--- src/rtl/sram_bank_arbiter.sv ---
// Per-bank round-robin arbiter in front of the unified SRAM shared by the SoC and the accelerator.
// Grants are combinational. Read data and errors return to the issuing requester one cycle after the grant.
module sram_bank_arbiter #(
  parameter int WIDTH   = 64,
  parameter int N_REQ   = 2,
  parameter int N_BANK  = 4,
  parameter int BANK_AW = 12
) (
  input  logic                      clk,
  input  logic                      rst,
  input  logic [N_REQ-1:0]          req_valid,
  input  logic [N_REQ-1:0]          req_we,
  input  logic [N_REQ*32-1:0]       req_addr,
  input  logic [N_REQ*WIDTH-1:0]    req_wdata,
  output logic [N_REQ-1:0]          req_gnt,
  output logic [N_REQ-1:0]          rsp_valid,
  output logic [N_REQ*WIDTH-1:0]    rsp_rdata,
  output logic [N_REQ-1:0]          rsp_err,
  output logic [N_BANK-1:0]         bank_we,
  output logic [N_BANK*32-1:0]      bank_addr,
  output logic [N_BANK*WIDTH-1:0]   bank_wdata,
  input  logic [N_BANK*WIDTH-1:0]   bank_rdata
);

  localparam int BW = (N_BANK > 1) ? $clog2(N_BANK) : 1;
  localparam int IW = (N_REQ > 1) ? $clog2(N_REQ) : 1;
  localparam logic [32:0] ADDR_LIMIT = 33'(N_BANK) << BANK_AW;

  logic [N_REQ-1:0]  in_range;
  logic [BW-1:0]     req_bank [N_REQ];
  logic [IW-1:0]     rr_ptr   [N_BANK];
  logic [N_BANK-1:0] win_v;
  logic [IW-1:0]     win_id   [N_BANK];
  logic [N_BANK-1:0] tag_v;
  logic [IW-1:0]     tag_id   [N_BANK];
  logic [N_REQ-1:0]  err_gnt;
  logic [N_REQ-1:0]  read_gnt;
  logic [N_REQ-1:0]  rsp_valid_q;
  logic [N_REQ-1:0]  rsp_err_q;

  always_comb begin
    for (int i = 0; i < N_REQ; i++) begin
      in_range[i] = {1'b0, req_addr[32*i +: 32]} < ADDR_LIMIT;
      req_bank[i] = req_addr[32*i + BANK_AW +: BW];
    end
  end

  // Search each bank starting at its pointer, wrapping modulo N_REQ; first candidate wins.
  always_comb begin
    int idx;
    win_v = '0;
    for (int b = 0; b < N_BANK; b++) begin
      win_id[b] = '0;
      for (int k = 0; k < N_REQ; k++) begin
        idx = int'(rr_ptr[b]) + k;
        if (idx >= N_REQ) idx = idx - N_REQ;
        if (!win_v[b] && !rst && req_valid[idx] && in_range[idx] && req_bank[idx] == BW'(b)) begin
          win_v[b]  = 1'b1;
          win_id[b] = IW'(idx);
        end
      end
    end
  end

  always_comb begin
    err_gnt  = req_valid & ~in_range & {N_REQ{~rst}};
    req_gnt  = err_gnt;
    read_gnt = '0;
    for (int b = 0; b < N_BANK; b++) begin
      if (win_v[b]) begin
        req_gnt[win_id[b]] = 1'b1;
        if (!req_we[win_id[b]]) read_gnt[win_id[b]] = 1'b1;
      end
    end
  end

  // Idle banks see all-zero control so nothing stale reaches the macros.
  always_comb begin
    int wid;
    bank_we    = '0;
    bank_addr  = '0;
    bank_wdata = '0;
    for (int b = 0; b < N_BANK; b++) begin
      wid = int'(win_id[b]);
      if (win_v[b]) begin
        bank_we[b]                   = req_we[wid];
        bank_addr[32*b +: 32]        = req_addr[32*wid +: 32];
        bank_wdata[WIDTH*b +: WIDTH] = req_wdata[WIDTH*wid +: WIDTH];
      end
    end
  end

  always_ff @(posedge clk) begin
    if (rst) begin
      for (int b = 0; b < N_BANK; b++) begin
        rr_ptr[b] <= '0;
        tag_id[b] <= '0;
      end
      tag_v       <= '0;
      rsp_valid_q <= '0;
      rsp_err_q   <= '0;
    end else begin
      for (int b = 0; b < N_BANK; b++) begin
        if (win_v[b]) begin
          rr_ptr[b] <= IW'((int'(win_id[b]) + 1) % N_REQ);
        end
        tag_v[b]  <= win_v[b] & ~req_we[win_id[b]];
        tag_id[b] <= win_id[b];
      end
      rsp_valid_q <= err_gnt | read_gnt;
      rsp_err_q   <= err_gnt;
    end
  end

  // A reset arriving the cycle after a read grant suppresses that response.
  always_comb begin
    rsp_valid = rsp_valid_q & {N_REQ{~rst}};
    rsp_err   = rsp_err_q & {N_REQ{~rst}};
    rsp_rdata = '0;
    if (!rst) begin
      for (int b = 0; b < N_BANK; b++) begin
        if (tag_v[b]) rsp_rdata[WIDTH*int'(tag_id[b]) +: WIDTH] = bank_rdata[WIDTH*b +: WIDTH];
      end
    end
  end

endmodule

--- config.mk ---
export PLATFORM = sky130hd
export DESIGN_NAME = sram_bank_arbiter
export DESIGN_NICKNAME = d
export VERILOG_FILES = /design/src/rtl/sram_bank_arbiter.sv
export SDC_FILE = /design/constraint.sdc
export NUM_CORES = 1
export LEC_CHECK = 0
export CAP_MARGIN = 20
export CORE_AREA = 2 2 384 386
export CTS_CLUSTER_DIAMETER = 120
export DETAILED_ROUTE_END_ITERATION = 10
export DIE_AREA = 0 0 386 388
export HOLD_SLACK_MARGIN = 0.08
export PLACE_DENSITY = 0.3
export REMOVE_ABC_BUFFERS = 1
export SLEW_MARGIN = 20
export SYNTH_ARGS = -nofsm -noshare
export SYNTH_HDL_FRONTEND = slang
export SYNTH_SLANG_ARGS = --single-unit
export TNS_END_PERCENT = 10
--- constraint.sdc ---
create_clock -name clk -period 3.1 [get_ports clk]
set_clock_uncertainty 0.1 [all_clocks]
set_input_delay 0.31 -clock clk [delete_from_list [all_inputs] [get_ports clk]]
set_output_delay 0.31 -clock clk [all_outputs]
set_load 0.01 [all_outputs]
==> results.yml, run 1 <==
outcome:
  status: "finished clean"
yosys:
  synth_warnings: 0
  yosys.area_share.adder_pct: 0
  synth_cells: 1183
  synth.mux.area_fraction_pct: 0.471
  synth-xor-area-share_pct: 0
  mappedNetlistArea_sq_um: 8500
  yosysUniqueCellTypes: 38
  yosys.area_share.simple_pct: 12.2
  syn_area_per_cell_sq_um: 7.18
  synth_seq_cells: 16
  synth_compound_area_share_pct: 66.9
  synth_edf_count: 4
  synth_top_family_by_area: "compound AO/OA/AOI/OAI gates"
  synthFlopType: "dfxtp_1"
  ys_seq_area_share_pct: 4.24
  synth_async_sr_flop_share_pct: 0
sta:
  finalHoldViolCount: 0
  setup_viol: 0
  fin_hold_ws_ps: 177
  rsz0062_at_grt: "true"
  worst_pin_slew_ps: 727
  drv_slew: 0
  min_period_over_period_pct: 99.9
  max_slew_margin_pct: 51.5
  timing.fmax_mhz: 323
  fin_crit_ps: 3100
clocking:
  ctsHtreeMaxLevel: 1
  cts_inserted_buffers: 3
  cts-root-buf: "clkbuf_16"
  clock_latency_ps: 250
  clock_sink_count: 16
  cts_tree: "done"
  clockBufferDepth: 2
  clk_pin_slew_ps: 60
routing:
  routed_wl_um: 135000
  dr.pass1.iters: 5
  drc_errors: 0
  vias: 15500
  viasPerCell: 3.78
  drtIter0Drc: 1000
  wl_per_cell_um: 33.1
  antenna_left: 0
critical_path:
  cp_max_fo: 6
  crit_type: "in -> out"
  cp-start-kind: "input pin"
  worstPathRequired_ps: 2690
  endpoint_kind: "output port"
  crit_arrival_ps: 2690
place:
  hpwlAfterDp_um: 110000
  place.port_buffers: 899
  gp_congestion: 0.885
  dp_cells: 4015
power_and_ir_drop:
  power.total_mw: 1.56
  swShare_pct: 39.2
  p_switching_mw: 0.611
  peakVddDrop_mv: 0.244
  p_int_mw: 0.948
  clockPowerShare_pct: 18.5
  combPwrFrac_pct: 67.2
  seq_power_share_pct: 14.3
  power_leakage_nw: 8.67
  powerDensity_nw_per_um2: 69.8
grt:
  grt_max_degree: 65
  grt_overflow: 0
  grt_pass1_wl_um: 172000
  antenna_found_initial: 47
  grt_pass1_vias: 16000
  track_usage_pct: 17.1
run:
  maxCapViolCount: 0
floorplan:
  fp.dieH_um: 388
  rows: 140
  initial_core_util_pct: 5.85
  die_w_um: 386
  pin_count: 976
  core_sq_um: 145000
  dieArea_sq_um: 150000
cells_and_area:
  layout.cells.non_filler: 4093
  layout-drive-gt1-share_pct: 24.8
  area_growth_pct: 163
  final_nets: 2613
  final_cell_mix: "498 x clkdlybuf4s50_1, 285 x a22o_1, 184 x buf_4"
  final_common_cell: "clkdlybuf4s50_1"
  fillers: 16600
min_path:
  min_path_type: "in -> reg"
==> stage by stage <==
step	util, %	instance area [sq um]	setup slack [ps]	TNS (ps)
after floorplan	-	7420	-2810	-636460
after global placement	14.8	21500	-615	-128850
after detailed placement	14.8	21500	-557	-115750
after CTS	15.3	22300	-13.1	-17.1
after global routing	15.4	22300	-82.7	-392
final	15.4	22300	3.83	0
==> sequential cells by signal (all words and copies together), names as in the netlist <==
name and count:
tag_id 4, tag_v 4, rsp_valid_q 2, rsp_err_q 2, rr_ptr 4
==> synth_stat cells (3+ instances only) <==
| library cell | count | area [sq um] |
|---|---|---|
| a22o_1 | 304 | 2660 |
| nand2_1 | 136 | 510 |
| a21oi_1 | 133 | 666 |
| a221o_1 | 128 | 1280 |
| o211ai_1 | 128 | 961 |
| clkbuf_1 | 101 | 379 |
| buf_4 | 80 | 601 |
| buf_2 | 34 | 170 |
| buf_1 | 17 | 63.8 |
| nor2b_1 | 14 | 87.6 |
| buf_6 | 13 | 146 |
| and2_1 | 12 | 75.1 |
| dfxtp_1 | 12 | 240 |
| nand4_1 | 8 | 50.1 |
| and3b_1 | 5 | 43.8 |
| nand3_1 | 5 | 25.0 |
| a311oi_2 | 4 | 60.1 |
| edfxtp_1 | 4 | 120 |
| mux2i_1 | 4 | 40.0 |
| nand4b_1 | 4 | 35.0 |
| nor2_1 | 4 | 15.0 |
| nor4_1 | 4 | 25.0 |
| or2_2 | 4 | 25.0 |
| o2111a_1 | 3 | 33.8 |
| or4_1 | 3 | 22.5 |
==> kinds of logic (layout without fill, tap and decap cells) <==
group | Yosys count | after routing
buffers and inverters | 247 | 1147
other | 1 | 94
AOI/OAI and AO/OA | 703 | 703
muxes | 4 | 4
and+or+nand+nor | 212 | 212
DFF | 16 | 16
==> worst paths after layout <==
kind                     to         start  slack (ps)  depth (start not counted)
max          bank_wdata[22]  req_addr[26]           4                         12
min          rsp_valid_q[0]           rst         180                          2
max reg2reg        tag_v[3]     rr_ptr[3]        1080                          8
min reg2reg       rr_ptr[0]     rr_ptr[0]        1010                          3
==> worst max-delay path: stages <==
cell	delay [ps]
buf_6	90
or4_4	530
nor4_4	300
buf_6	190
buf_12	120
a311oi_4	130
buf_12	200
buf_12	160
buf_12	120
buf_16	130
a22o_4	230
buf_6	130
==> area by class of cell <==
type / instances / area [sq um] / share of cell area, %
flip-flops and latches: 16 / 362 / 1.62
clock buffers: 4 / 88.8 / 0.398
multi-input cells: 995 / 7440 / 33.3
inverters: 2 / 7.51 / 0.0336
diodes: 18 / 45.0 / 0.202
well taps: 1917 / 2400 / 10.7
repair buffers: 1141 / 12000 / 53.7
==> metal layers <==
layer / up-vias / GRT usage [%] / part of all wire, % / wire, um
met2: 759 / 30.2 / 50 / 67900
met4: 32 / 2.74 / 1.5 / 1990
met3: 105 / 5.10 / 8.3 / 11200
li1: 6713 / - / - / -
met5: - / 0 / 0.16 / 210
met1: 7874 / 20.4 / 40 / 54100
==> timing repair <==
item                                    4_1_cts  5_1_grt
cloned                                       13        0
resized for setup                           584      108
setup buffers                                43        2
pin swaps                                    21        7
hold buffers                                  0        0
endpoints found under the setup margin      313      217
==> power groups by stage <==
| stage | registers [mW] | clock network [mW] | logic [mW] |
|---|---|---|---|
| 4_1_cts | 0.222 | 0.296 | 1.04 |
| 3_5_place_dp | 0.226 | 0 | 1.04 |
| 3_3_place_gp | 0.227 | 0 | 1.05 |
| 2_1_floorplan | 0.225 | 0 | 0.0740 |
| 6_report | 0.222 | 0.289 | 1.05 |
| 5_1_grt | 0.223 | 0.309 | 1.09 |
Power figures use the tool's default switching activity.
==> inputs of run 2 (changes only) <==
--- a/config.mk
+++ b/config.mk
@@ -8,6 +8,7 @@
 export CAP_MARGIN = 20
 export CORE_AREA = 2 2 384 386
 export CTS_CLUSTER_DIAMETER = 120
+export CTS_CLUSTER_SIZE = 24
 export DETAILED_ROUTE_END_ITERATION = 10
 export DIE_AREA = 0 0 386 388
 export HOLD_SLACK_MARGIN = 0.08
==> results of run 2 <==
Same layout as run 1: the final DEF is identical, and so are final timing and power.
